[config.mk]
export PLATFORM = sky130hd
export DESIGN_NAME = fifo_paced_reader
export DESIGN_NICKNAME = d
export VERILOG_FILES = /design/src/rtl/fifo_paced_reader.sv
export SDC_FILE = /design/constraint.sdc
export NUM_CORES = 1
export LEC_CHECK = 0
export CORE_UTILIZATION = 57
export CTS_CLUSTER_SIZE = 12
export DETAILED_ROUTE_END_ITERATION = 12
export PLACE_DENSITY = 0.78
export SLEW_MARGIN = 10
export SYNTH_ARGS = -nofsm -noshare
export SYNTH_HDL_FRONTEND = slang
export SYNTH_SLANG_ARGS = --single-unit
[constraint.sdc]
create_clock -name clk -period 2.8 [get_ports clk]
set_input_delay 0.42 -clock clk [delete_from_list [all_inputs] [get_ports clk]]
set_output_delay 0.42 -clock clk [all_outputs]
set_load 0.05 [all_outputs]
[src/rtl/fifo_paced_reader.sv]
// Paced reader for the fifo read port: pops one word per DIV+2 cycles while enabled and not empty.
// Latency: en/empty seen at edge k -> rd in cycle k+1 -> data_out/pop_tick at edge k+2.
// Backpressure: never reads while empty; a flush during POP aborts the pop. Option: PACED_READER_COUNT_EN.
module fifo_paced_reader #(
    parameter int B     = 3,
    parameter int DIV   = 25000000,
    parameter int DIV_W = 25
) (
    input  logic         clk,
    input  logic         reset,
    input  logic         en,
    input  logic         empty,
    input  logic [B-1:0] r_data,
    output logic         rd,
    output logic [B-1:0] data_out,
    output logic         data_valid,
    output logic         pop_tick
`ifdef PACED_READER_COUNT_EN
    ,
    output logic [7:0]   rd_count
`endif
);

    localparam logic [1:0] S_IDLE = 2'd0;
    localparam logic [1:0] S_POP  = 2'd1;
    localparam logic [1:0] S_WAIT = 2'd2;

    localparam logic [DIV_W-1:0] RELOAD = DIV_W'(DIV - 1);

    logic [1:0]       state_q, state_d;
    logic [DIV_W-1:0] cnt_q, cnt_d;
    logic [B-1:0]     data_out_q, data_out_d;
    logic             data_valid_q, data_valid_d;
    logic             pop_tick_q, pop_tick_d;
    logic             pop_ok;

    // The FIFO consumes the head on the same edge we capture it.
    assign pop_ok = (state_q == S_POP) && !empty;
    assign rd     = pop_ok;

    always_comb begin
        state_d      = state_q;
        cnt_d        = cnt_q;
        data_out_d   = data_out_q;
        data_valid_d = data_valid_q;
        pop_tick_d   = 1'b0;
        case (state_q)
            S_IDLE: begin
                if (en && !empty) begin
                    state_d = S_POP;
                end
            end
            S_POP: begin
                if (pop_ok) begin
                    data_out_d   = r_data;
                    data_valid_d = 1'b1;
                    pop_tick_d   = 1'b1;
                    cnt_d        = RELOAD;
                    state_d      = S_WAIT;
                end else begin
                    state_d = S_IDLE;
                end
            end
            S_WAIT: begin
                // en is deliberately ignored so the pacing interval is never cut short.
                if (cnt_q == '0) begin
                    state_d = S_IDLE;
                end else begin
                    cnt_d = cnt_q - 1'b1;
                end
            end
            default: begin
                state_d = S_IDLE;
            end
        endcase
    end

    always_ff @(posedge clk or posedge reset) begin
        if (reset) begin
            state_q      <= S_IDLE;
            cnt_q        <= '0;
            data_out_q   <= '0;
            data_valid_q <= 1'b0;
            pop_tick_q   <= 1'b0;
        end else begin
            state_q      <= state_d;
            cnt_q        <= cnt_d;
            data_out_q   <= data_out_d;
            data_valid_q <= data_valid_d;
            pop_tick_q   <= pop_tick_d;
        end
    end

    assign data_out   = data_out_q;
    assign data_valid = data_valid_q;
    assign pop_tick   = pop_tick_q;

`ifdef PACED_READER_COUNT_EN
    logic [7:0] rd_count_q, rd_count_d;

    always_comb begin
        rd_count_d = rd_count_q;
        if (pop_ok) begin
            rd_count_d = rd_count_q + 8'd1;
        end
    end

    always_ff @(posedge clk or posedge reset) begin
        if (reset) begin
            rd_count_q <= 8'd0;
        end else begin
            rd_count_q <= rd_count_d;
        end
    end

    assign rd_count = rd_count_q;
`endif

endmodule

# Word-level counts from Yosys, hierarchy flattened
# Index checks and enable logic that the tools add are counted.
[word_totals]
register_bits = 32
output_inout_bits = 6
elab_cells = 30
[classes]
add_sub_neg = 1
n_eq_ne = 6
mux = 9
reduce_logical = 9
[op_table]
columns = ["op", "count"]
rows = [
  ["two-way mux 25 bit", 2],
  ["case mux 25 bit (2 select lines)", 1],
  ["zero test 25 bit", 1],
  ["subtractor 25 x 1 -> 25 bit (second input constant)", 1],
  ["inequality test 2 bit (second input constant)", 4],
  ["two-way mux 2 bit", 3],
  ["case mux 2 bit (3 select lines)", 1],
  ["AND reduction 2 bit", 2],
  ["AND reduction 3 bit", 1],
  ["equality test 2 x 1 -> 1 bit (second input constant)", 1],
  ["equality test 2 bit (second input constant)", 1],
  ["logical AND 1 bit", 2],
  ["zero test 2 bit", 1],
  ["two-way mux 1 bit", 2],
  ["nonzero test 2 bit", 1],
  ["zero test 1 bit", 1],
]

# Logic depth before layout (Yosys ltp)
[logic_depth]
depth_word = 4
depth_mapped = 7
ltp_nobuf = 7

# Worst setup path before layout
# No wires, ideal clock.
[synth_path]
path_type = "reg2reg"
from = "reg cnt_q[3]"
to = "reg cnt_q[20]"
setup_time_ns = 0.133
t_arrival_ns = 2.117
required_time_ns = 2.667
setup_slack_ns = 0.550
stages_incl_launch_ff = 8
path_buffers = 2
cell_sequence = "dfrtp_1 > or3_1 > buf_6 > or4_4 > buf_6 > nor4_4 > mux2i_1 > nand2_1"
[synth_via]
elab_chain_len = 3
[synth_lines]
columns = ["element", "line_no", "rtl"]
rows = [
  ["start: declaration", "31", "logic [DIV_W-1:0] cnt_q, cnt_d;"],
  ["start signal: assignment", "87", "cnt_q <= cnt_d;"],
  ["subtractor 25 x 1 -> 25 bit / zero test 25 bit (equally long branches)", "69, 66", ""],
  ["two-way mux 25 bit / inequality test 2 bit (equally long branches)", "--", ""],
  ["case mux 25 bit (2 select lines) / AND reduction 3 bit (equally long branches)", "--", ""],
]
# Parallel ways exist; a longest one is shown, timed or not. The select of a mux whose other input is x is not followed.
# A chain may end at the register's enable or synchronous reset.

# Worst setup path in the final report
[layout_path]
from = "reg cnt_q[5]"
to = "reg cnt_q[13]"
# Same word-level chain as after synthesis.

==> results.yml <==
setup_path:
  cp.arrival_ps: 2650
  critPathRequiredTime_ps: 3020
  crit_path_end_kind: "flop"
  path_class: "reg -> reg"
  startpoint_type: "flop"
  crit_path_max_fanout: 10
timing:
  hold_viol_final: 0
  slew_viol_final: 0
  rsz0062_at_grt: "false"
  fin_crit_sh_pct: 86.7
  tightest_slew_ps: 652
  slew_headroom_pct: 56.2
  finalClockSkew_ps: 11.2
  setup-tns-final_ps: 0
  worst_hold_slack_ps: 470
  setup_viol_count_final: 0
  period_minus_slack_ps: 2430
  fmax_ghz: 0.412
placement:
  dp.cells: 221
  io_buffers: 12
  dp_hpwl_um: 2740
  gp_congestion: 0.921
synthesis:
  ys_warn_count: 0
  ys.flop_type: "dfrtp_1"
  seq_area_frac_synth_pct: 46.3
  synth-simple-area-share_pct: 30.3
  synthMuxAreaShare_pct: 2.89
  synthDominantCellAreaShare_pct: 46.3
  syn_avg_cell_area_sq_um: 9.71
  synth_area_leaders: "dfrtp_1 46%, nand2_1 5.2%, nor4_1 3.3%"
  synth_seq_cells: 32
  synth-compound-area-share_pct: 13.7
  synth_area_sq_um: 1730
  synth_largest_area_cell: "dfrtp_1"
  synth_cells: 178
  synth_edf_count: 0
  synth-xor-area-share_pct: 2.03
  synth_top_family_by_area: "simple AND/OR/NAND/NOR gates"
  synth-async-reset-ratio_pct: 100
  synth-adder-area-share_pct: 1.45
  synth_nets: 187
  synth_cell_types: 43
  synth_common_cells: "32 x dfrtp_1, 24 x nand2_1, 10 x nor2_1"
  synth_most_common_cell: "dfrtp_1"
cells_and_area:
  stdcell_count: 228
  area_delta_synth_final_pct: 13.1
  antennaDiodeCount: 0
  final_core_util_pct: 69.7
  drive_gt1_share_pct: 13.7
  fin_nets: 206
routing:
  routed_via_density: 6.49
  route.detailed.drc: 0
  routedWlPerCell_um: 16.4
  drt-initial-drc-count: 45
  via_count: 1479
  routed_wl_um: 3740
  drt-pass1-iter-count: 4
  ant_nets: 0
global_routing:
  grt_pass1_wl_um: 6600
  overflow: 0
  grt_pass1_vias: 1479
  antenna_found_initial: 0
  track_usage_pct: 27.1
  grt_start_max_net_pins: 33
clocking:
  clk_pin_slew_worst_paths_ps: 90
  root_buffer: "clkbuf_4"
  cts_setup_buffers: 0
  cts_resized: 0
  clk_latency_ps: 340
  htreeDepth: 2
  cts_tree: "yes"
  cts_max_path_buffers: 2
  holdBufCountCts: 0
  cts_sinks: 32
  cts_buffers: 5
worst_hold_path:
  hold_path_class: "reg -> reg"
floorplan:
  initial_utilization_pct: 61.6
  core_sq_um: 2810
  rows: 19
  die_h_um: 57.1
  fp.dieW_um: 57.1
  dieArea_sq_um: 3260
  pin_count: 13
pwr:
  fin_total_pwr_mw: 1.50
  p_per_area_nw_per_um2: 766
  ir_drop_mv: 0.530
  leakagePower_nw: 0.743
run_status:
  status: "complete, no violations"
flow_run:
  drv_cap: 0
==> sequential cells by signal, indices dropped and copies added (netlist names) <==
signal and count:
cnt_q 25, data_valid 1, pop_tick 1, state_q 2, data_out 3
==> metrics by stage <==
step	setup slack, ps	area (sq um)
after floorplan	550	1730
after global placement	465	1910
after detailed placement	436	1910
after CTS	411	1960
after global routing	322	1960
final	371	1960
==> logic make-up after synthesis <==
kind of cell / Yosys count
adder cells (fa/ha/maj): 2
XOR/XNOR: 4
AND/OR/NAND/NOR: 90
multiplexers: 5
buffers and inverters: 11
flip-flops: 32
AO/OA/AOI/OAI: 34
==> where the power goes <==
part / total [mW] / internal [mW] / switching (mW)
sequential: 0.711 / 0.589 / 0.121
combinational: 0.542 / 0.204 / 0.338
clock: 0.244 / 0.0922 / 0.152
==> worst max-delay path: stages, from the launching register on <==
cell	delay (ps)
dfrtp_1	400
or3_1	510
nor4_1	540
o211ai_1	270
o31a_1	290
or3_1	310
==> layout by cell type, fill, tap and decap left out, types with 6 or more instances in the layout <==
master           count
buf_4                7
nor3_1               7
clkdlybuf4s50_1     11
o211ai_1             6
nor4_1               9
o21ai_0              6
or3_1                8
dfrtp_1             32
nand2_1             24
nor2_1              10
==> cell type report <==
class,count,area (sq um)
Multi-Input combinational cell,135,872
Fill cell,226,850
Sequential cell,32,801
Timing Repair Buffer,19,183
Clock buffer,6,41.3
Tap cell,31,38.8
Inverter,4,15.0
Clock inverter,1,5.00
==> path summary, 6_finish.rpt <==
kind | from | slack [ps] | to | depth (start not counted)
worst max-delay path | cnt_q[5] | 370 | cnt_q[13] | 5
worst min-delay path | data_valid | 470 | data_valid | 1
worst max register to register | cnt_q[5] | 370 | cnt_q[13] | 5
worst min register to register | data_valid | 470 | data_valid | 1
max in group asynchronous | reset | 2030 | cnt_q[6] | 3
min in group asynchronous | reset | 480 | cnt_q[16] | 3
==> per-layer routing <==
metal  vias up  wire length (um)  GRT usage (%)
met5         -                 0              0
met4         0                80           14.3
met3         7               185           7.26
met2        41              1840           45.9
met1       715              1640           31.5
li1        716                 -              -
No activity file was read; power rests on OpenSTA's default activity.
